### src/rtl/mer_calc_log_if.sv
`default_nettype none
// mer_calc_log_if: power-pair request and MER result bundle for mer_calc_log.
// Rev 1.0
interface mer_calc_log_if #(
  parameter int IN_W  = 18,
  parameter int OUT_W = 11
);
  logic                    in_valid;
  logic                    in_ready;
  logic signed [IN_W-1:0]  mapper_power;
  logic signed [IN_W-1:0]  error_power;
  logic                    out_valid;
  logic signed [OUT_W-1:0] out_mer;
  logic                    out_err;

  modport master (
    output in_valid, mapper_power, error_power,
    input  in_ready, out_valid, out_mer, out_err
  );

  modport slave (
    input  in_valid, mapper_power, error_power,
    output in_ready, out_valid, out_mer, out_err
  );
endinterface
`default_nettype wire

### src/rtl/mer_calc_log.sv
`default_nettype none
// mer_calc_log: MER = 10*log10(P/E) in signed fixed-point dB via leading-one detect + log2 LUT.
// Rev 1.0
module mer_calc_log #(
  parameter int IN_W     = 18,
  parameter int LUT_BITS = 6,
  parameter int LF       = 8,
  parameter int OUT_W    = 11,
  parameter int FRAC_W   = 4
) (
  input  logic          clk,
  input  logic          reset,
  input  logic          clk_en,
  mer_calc_log_if.slave bus
);

  localparam int MSBW = $clog2(IN_W);
  localparam int LW   = MSBW + LF;
  localparam int DW   = LW + 1;
  localparam int PW   = DW + 16;
  localparam int SH   = LF + 12 - FRAC_W;
  localparam int LUTW = LF + 1;
  localparam int NLUT = 2 ** LUT_BITS;

  localparam logic signed [15:0]   c_k    = 16'sd12330;
  localparam logic signed [PW-1:0] c_half = PW'(1) << (SH - 1);
  localparam logic signed [PW-1:0] c_max  = PW'((2 ** (OUT_W - 1)) - 1);
  localparam logic signed [PW-1:0] c_min  = -PW'(2 ** (OUT_W - 1));
  localparam logic [OUT_W-1:0]     c_pos  = {1'b0, {(OUT_W-1){1'b1}}};
  localparam logic [OUT_W-1:0]     c_neg  = {1'b1, {(OUT_W-1){1'b0}}};

  typedef enum logic [2:0] {
    S_IDLE  = 3'd0,
    S_LOG_P = 3'd1,
    S_LOG_E = 3'd2,
    S_SCALE = 3'd3,
    S_DONE  = 3'd4
  } state_t;

  // Elaboration-time log2(1 + k/2^LUT_BITS) by repeated squaring, rounded half up to LF bits.
  function automatic logic [LUTW-1:0] f_lut_entry(input int k);
    logic [63:0] y;
    logic [31:0] acc;
    y   = 64'((2 ** LUT_BITS) + k) << (30 - LUT_BITS);
    acc = '0;
    for (int i = 0; i < LF + 8; i++) begin
      y   = (y * y) >> 30;
      acc = acc << 1;
      if (y >= (64'd2 << 30)) begin
        acc[0] = 1'b1;
        y      = y >> 1;
      end
    end
    return LUTW'((acc + 32'd128) >> 8);
  endfunction

  state_t                 r_state;
  state_t                 w_next;
  logic [IN_W-1:0]        r_p;
  logic [IN_W-1:0]        r_e;
  logic                   r_err_p;
  logic                   r_err_e;
  logic [LW-1:0]          r_lp;
  logic [LW-1:0]          r_le;
  logic signed [PW-1:0]   r_prod;
  logic [OUT_W-1:0]       r_out_mer;
  logic                   r_out_err;
  logic                   r_out_valid;

  logic                   w_p_bad;
  logic                   w_e_bad;
  logic [IN_W-1:0]        w_log_in;
  logic [IN_W+LUT_BITS-2:0] w_pad;
  logic [MSBW-1:0]        w_msb;
  logic [LUT_BITS-1:0]    w_idx;
  logic [LUTW-1:0]        w_lut [NLUT];
  logic [LW-1:0]          w_log;
  logic signed [DW-1:0]   w_d;
  logic signed [PW-1:0]   w_prod;
  logic signed [PW-1:0]   w_rnd;
  logic [OUT_W-1:0]       w_sat;

  for (genvar g = 0; g < NLUT; g++) begin : g_lut
    assign w_lut[g] = f_lut_entry(g);
  end

  assign w_p_bad = bus.mapper_power[IN_W-1] | (bus.mapper_power == '0);
  assign w_e_bad = bus.error_power[IN_W-1]  | (bus.error_power == '0);

  // One shared log unit; the operand follows the state.
  assign w_log_in = (r_state == S_LOG_E) ? r_e : r_p;
  assign w_pad    = {w_log_in[IN_W-2:0], {LUT_BITS{1'b0}}};

  always_comb begin
    w_msb = '0;
    w_idx = '0;
    for (int i = 0; i < IN_W; i++) begin
      if (w_log_in[i]) begin
        w_msb = MSBW'(i);
        w_idx = w_pad[i +: LUT_BITS];
      end
    end
  end

  assign w_log  = {w_msb, {LF{1'b0}}} + LW'(w_lut[w_idx]);
  assign w_d    = $signed({1'b0, r_lp}) - $signed({1'b0, r_le});
  assign w_prod = PW'(w_d) * PW'(c_k);
  assign w_rnd  = (r_prod + c_half) >>> SH;

  always_comb begin
    w_sat = w_rnd[OUT_W-1:0];
    if (w_rnd > c_max) begin
      w_sat = c_pos;
    end else if (w_rnd < c_min) begin
      w_sat = c_neg;
    end
  end

  always_comb begin
    w_next = r_state;
    case (r_state)
      S_IDLE:  if (bus.in_valid) w_next = (w_p_bad | w_e_bad) ? S_DONE : S_LOG_P;
      S_LOG_P: w_next = S_LOG_E;
      S_LOG_E: w_next = S_SCALE;
      S_SCALE: w_next = S_DONE;
      S_DONE:  w_next = S_IDLE;
      default: w_next = S_IDLE;
    endcase
  end

  always_ff @(posedge clk or negedge reset) begin
    if (!reset) begin
      r_state <= S_IDLE;
    end else if (clk_en) begin
      r_state <= w_next;
    end
  end

  always_ff @(posedge clk or negedge reset) begin
    if (!reset) begin
      r_p         <= '0;
      r_e         <= '0;
      r_err_p     <= 1'b0;
      r_err_e     <= 1'b0;
      r_lp        <= '0;
      r_le        <= '0;
      r_prod      <= '0;
      r_out_mer   <= '0;
      r_out_err   <= 1'b0;
      r_out_valid <= 1'b0;
    end else begin
      r_out_valid <= 1'b0;
      if (clk_en) begin
        case (r_state)
          S_IDLE: begin
            if (bus.in_valid) begin
              r_p     <= bus.mapper_power;
              r_e     <= bus.error_power;
              r_err_p <= w_p_bad;
              r_err_e <= w_e_bad;
            end
          end
          S_LOG_P: r_lp   <= w_log;
          S_LOG_E: r_le   <= w_log;
          S_SCALE: r_prod <= w_prod;
          S_DONE: begin
            r_out_valid <= 1'b1;
            r_out_err   <= r_err_p | r_err_e;
            // A non-positive mapper power outranks a non-positive error power.
            if (r_err_p) begin
              r_out_mer <= c_neg;
            end else if (r_err_e) begin
              r_out_mer <= c_pos;
            end else begin
              r_out_mer <= w_sat;
            end
          end
          default: ;
        endcase
      end
    end
  end

  assign bus.in_ready  = (r_state == S_IDLE);
  assign bus.out_valid = r_out_valid;
  assign bus.out_mer   = r_out_mer;
  assign bus.out_err   = r_out_err;

endmodule
`default_nettype wire

### src/flat_wrapper.sv
// flat-port wrapper written by rule: the top's interface ports become plain ports
module mer_calc_log_flat 
#(
  parameter int IN_W     = 18,
  parameter int LUT_BITS = 6,
  parameter int LF       = 8,
  parameter int OUT_W    = 11,
  parameter int FRAC_W   = 4
)
  (clk, reset, clk_en, bus_in_valid, bus_mapper_power, bus_error_power, bus_in_ready, bus_out_valid, bus_out_mer, bus_out_err);
  mer_calc_log_if #(.IN_W(IN_W), .OUT_W(OUT_W)) bus_i ();
  input  logic clk;
  input  logic reset;
  input  logic clk_en;
  input wire logic [$bits(bus_i.in_valid)-1:0] bus_in_valid;
  input wire logic [$bits(bus_i.mapper_power)-1:0] bus_mapper_power;
  input wire logic [$bits(bus_i.error_power)-1:0] bus_error_power;
  output wire logic [$bits(bus_i.in_ready)-1:0] bus_in_ready;
  output wire logic [$bits(bus_i.out_valid)-1:0] bus_out_valid;
  output wire logic [$bits(bus_i.out_mer)-1:0] bus_out_mer;
  output wire logic [$bits(bus_i.out_err)-1:0] bus_out_err;
  assign bus_i.in_valid = bus_in_valid;
  assign bus_i.mapper_power = bus_mapper_power;
  assign bus_i.error_power = bus_error_power;
  assign bus_in_ready = bus_i.in_ready;
  assign bus_out_valid = bus_i.out_valid;
  assign bus_out_mer = bus_i.out_mer;
  assign bus_out_err = bus_i.out_err;
  mer_calc_log #(.IN_W(IN_W), .LUT_BITS(LUT_BITS), .LF(LF), .OUT_W(OUT_W), .FRAC_W(FRAC_W)) u_core (.clk(clk), .reset(reset), .clk_en(clk_en), .bus(bus_i));
endmodule
### config.mk
export PLATFORM = sky130hd
export DESIGN_NAME = mer_calc_log_flat
export DESIGN_NICKNAME = d
export VERILOG_FILES = /design/src/rtl/mer_calc_log_if.sv /design/src/rtl/mer_calc_log.sv /design/src/flat_wrapper.sv
export SDC_FILE = /design/constraint.sdc
export NUM_CORES = 1
export LEC_CHECK = 0
export CORE_ASPECT_RATIO = 0.6
export CORE_UTILIZATION = 50
export CTS_CLUSTER_SIZE = 12
export DETAILED_ROUTE_END_ITERATION = 10
export PLACE_DENSITY_LB_ADDON = 0.3
export SYNTH_ARGS = -nofsm -noshare
export SYNTH_HDL_FRONTEND = slang
export SYNTH_SLANG_ARGS = --single-unit
### constraint.sdc
create_clock -name clk -period 9.6 [get_ports clk]
set_input_delay 0.96 -clock clk [delete_from_list [all_inputs] [get_ports clk]]
set_output_delay 0.96 -clock clk [all_outputs]
set_load 0.1 [all_outputs]
==> summary.md <==
| Metric | Value |
|---|---|
| GRT Total Usage | 0.260 |
| First-pass GRT wire length | 44500 microns |
| TritonCTS clock tree | built |
| Final ANT Viol Nets | 0 |
| Area growth syn-to-layout | 8.93% |
| Chip Height | 114 microns |
| Syn Inst Count | 1194 |
| Row cnt | 40 |
| Fill count | 1833 |
| Clock Skews | 0.0104 ns |
| Unique cell type count in the Yosys netlist | 83 |
| GP Congestion | 0.976 |
| Aggregate negative setup slack | 0 ns |
| Post-CTS Setup Inserts | 0 |
| Final WL | 26700 microns |
| Crit path max fanout | 8 |
| Area of the multi-input gates | 7200 sq um |
| RSZ-0062 raised after global routing | false |
| Count of final hold-check violations | 0 |
| Total CTS buffers | 9 |
| Syn Nets | 1411 |
| DRC violations left | 0 |
| Ant diodes | 0 |
| Compound-cell area share of the yosys netlist | 0.187 |
| # nets final | 1419 |
| CP required | 9.80 ns |
| Syn Area/Cell | 8.68 sq um |
| Clk sinks | 94 |
| Fraction of registers with async set/reset | 1.00 |
| Sequential-to-total area share from yosys stat | 0.227 |
| #FFs+latches synth | 94 |
| Root buf cell | clkbuf_16 |
| Vias | 8841 |
| Starting DRT DRC Count | 787 |
| Fin crit period | 8.19 ns |
| Io pins | 54 |
| Worst Path Arrival | 8.39 ns |
| CP startpoint | u_core.r_lp[0]$_DFFE_PN0P_ |
| Simple-gate share of the synthesized area | 0.152 |
| Grt ovf | 0 |
| Yosys Warn Count | 0 |
| Avg WL per Cell | 18.0 microns |
| F_max | 122 MHz |
| Largest net degree at the start of global routing | 63 |
| Post-synth EDFFs | 0 |
| Hold Crit Class | flip-flop to flip-flop |
| XOR/XNOR share of the synthesized area | 0.0338 |
| DIE AREA | 21300 sq um |
| Worst-path clk slew | 0.07 ns |
| Layout cells sized above 1 | 0.0787 |
| CTS resizes | 0 |
| H-tree Lvls | 3 |
| Die Wd | 188 microns |
| Post-Syn Area | 10400 sq um |
| Initial antenna violation count | 0 |
| Vias in the first global route | 8408 |
| Slew margin rel. | 0.254 |
| Hold path start | u_core.r_lp[7]$_DFFE_PN0P_ |
| Starting density of the core | 0.514 |
| Post-synthesis mux area share | 0.0769 |
| Status | finished, final reports clean |
| CTS Hold Buffers Added | 0 |
| Synth Flop Type | dfrtp_1 |
| Kind of critical path | flip-flop to flip-flop |
| # Max-Cap Violations | 0 |
| Placeable Area | 20200 sq um |
| Startpoint types | flip-flop |
| Critical R2R Launch | u_core.r_lp[0]$_DFFE_PN0P_ |
| Register Area | 2350 sq um |
| Area share of fa/ha/maj cells after synthesis | 0.243 |
| Slew of the pin with the lowest slew margin | 1.11 ns |
| Worst skew pair latency | 0.36 ns |
| Part of the cycle the worst path needs | 0.853 |
| Largest family of logic cells by synthesized area | adder cells |
| Pre-antenna DRT Iters | 5 |
| Slew Limit Fails | 0 |
| Kind of end point of the critical path | flip-flop |
| # port buffers | 53 |
| Final Util | 0.560 |
| CP max-delay cell | fa_1 |
| Setup violators final | 0 |
| Vias per cell | 5.97 |
| Post-DP HPWL | 21100 microns |
| Max stage delay on crit path | 0.53 ns |
| Max Root-Sink Buffers | 2 |
metrics by stage:
stage,instances,setup slack [ns],hold WS [ns],area [sq um]
6_report,1480,1.41,0.489,11300
4_1_cts,1480,1.40,0.492,11300
2_1_floorplan,1194,0.907,0.450,10400
5_1_grt,1480,0.737,0.512,11300
3_5_place_dp,1464,1.42,0.477,11000
3_3_place_gp,1464,1.66,0.464,11000
routing by layer:
| metal | global-route usage | vias up | wire length (microns) |
|---|---|---|---|
| li1 | - | 4262 | - |
| met1 | 0.416 | 4176 | 14100 |
| met2 | 0.346 | 380 | 9980 |
| met3 | 0.0738 | 23 | 2520 |
| met4 | 0.0298 | 0 | 148 |
| met5 | 0 | - | 0 |
layout make-up:
cell class,instances,share of cell area
Clock buffer,9,0.0200
Clock inverter,7,0.00587
Inverter,138,0.0460
Multi-Input combinational cell,898,0.637
Sequential cell,94,0.208
Tap cell,273,0.0303
Timing Repair Buffer,61,0.0521
logic make-up after synthesis:
kind of cell / Yosys count
adder cells (fa/ha/maj): 177
AND/OR/NAND/NOR: 314
AO/OA/AOI/OAI: 295
multiplexers: 72
flip-flops: 94
XOR/XNOR: 40
buffers and inverters: 202
critical path, delay by kind of cell, from the launching register on:
kind,cells,cell delay (ns)
compound gates,15,3.65
xor+xnor,3,0.61
fa+ha+maj,8,2.66
buf+inv,5,0.36
flops,1,0.39
simple gates,2,0.39
state kept, by name, summed over array words and instances (netlist names):
signal	flops
u_core.r_le	13
u_core.r_err_p	1
u_core.bus.out_valid	1
u_core.r_e	18
u_core.r_prod	14
u_core.r_lp	13
u_core.r_state	3
u_core.r_err_e	1
u_core.bus.out_err	1
u_core.bus.out_mer	11
u_core.r_p	18
cell usage in the layout, fill, tap and decap left out, types with 11 or more instances in the layout:
master           netlist  routed
mux2i_1               25      25
dfrtp_1               94      94
o21ai_0               87      86
o221ai_1              11      11
inv_1                136     136
a211oi_1              11      11
ha_1                 137     137
nor2_1                63      63
mux2_2                43      43
xor2_1                18      18
fa_1                  40      40
and3_1                13      13
clkdlybuf4s50_1        0      52
xnor2_1               22      22
nor3_1                29      29
a21oi_1               54      54
a31oi_1               12      12
nand2_1               91      91
nor2b_1               13      13
nand3b_1              12      12
nand2b_1              11      11
nand3_1               31      30
final timing paths:
check	to	slack [ns]	cells after the start
setup / recovery	u_core.r_prod[28]$_DFFE_PN0P_	1.41	33
hold / removal	u_core.r_lp[7]$_DFFE_PN0P_	0.49	2
setup reg to reg	u_core.r_prod[28]$_DFFE_PN0P_	1.41	33
hold reg to reg	u_core.r_lp[7]$_DFFE_PN0P_	0.49	2
max in group asynchronous	u_core.r_le[0]$_DFFE_PN0P_	7.90	2
min in group asynchronous	u_core.r_e[7]$_DFFE_PN0P_	0.54	1
cells in the mapped netlist (9+ instances only):
library cell | count | area [sq um]
o211ai_1 | 10 | 75.1
o22ai_1 | 10 | 62.6
nand2b_1 | 11 | 68.8
dfrtp_1 | 94 | 2350
mux2i_1 | 25 | 250
fa_1 | 40 | 801
xnor2_1 | 22 | 193
buf_2 | 11 | 55.1
clkbuf_1 | 40 | 150
nand2_1 | 91 | 342
a31oi_1 | 12 | 75.1
nor2_1 | 63 | 236
a22o_1 | 10 | 87.6
o221ai_1 | 11 | 96.3
nor2b_1 | 13 | 81.3
and3_1 | 13 | 81.3
a211oi_1 | 11 | 82.6
nand3_1 | 31 | 155
mux2_2 | 43 | 484
nand3b_1 | 12 | 90.1
ha_1 | 137 | 1710
a21oi_1 | 54 | 270
inv_1 | 136 | 510
xor2_1 | 18 | 158
o21ai_0 | 87 | 435
o21ai_1 | 9 | 45.0
nor3_1 | 29 | 145
Power is left out: the tool's default activity adds up to more than one toggle a clock period on the data nets, which glitch-free logic cannot reach.
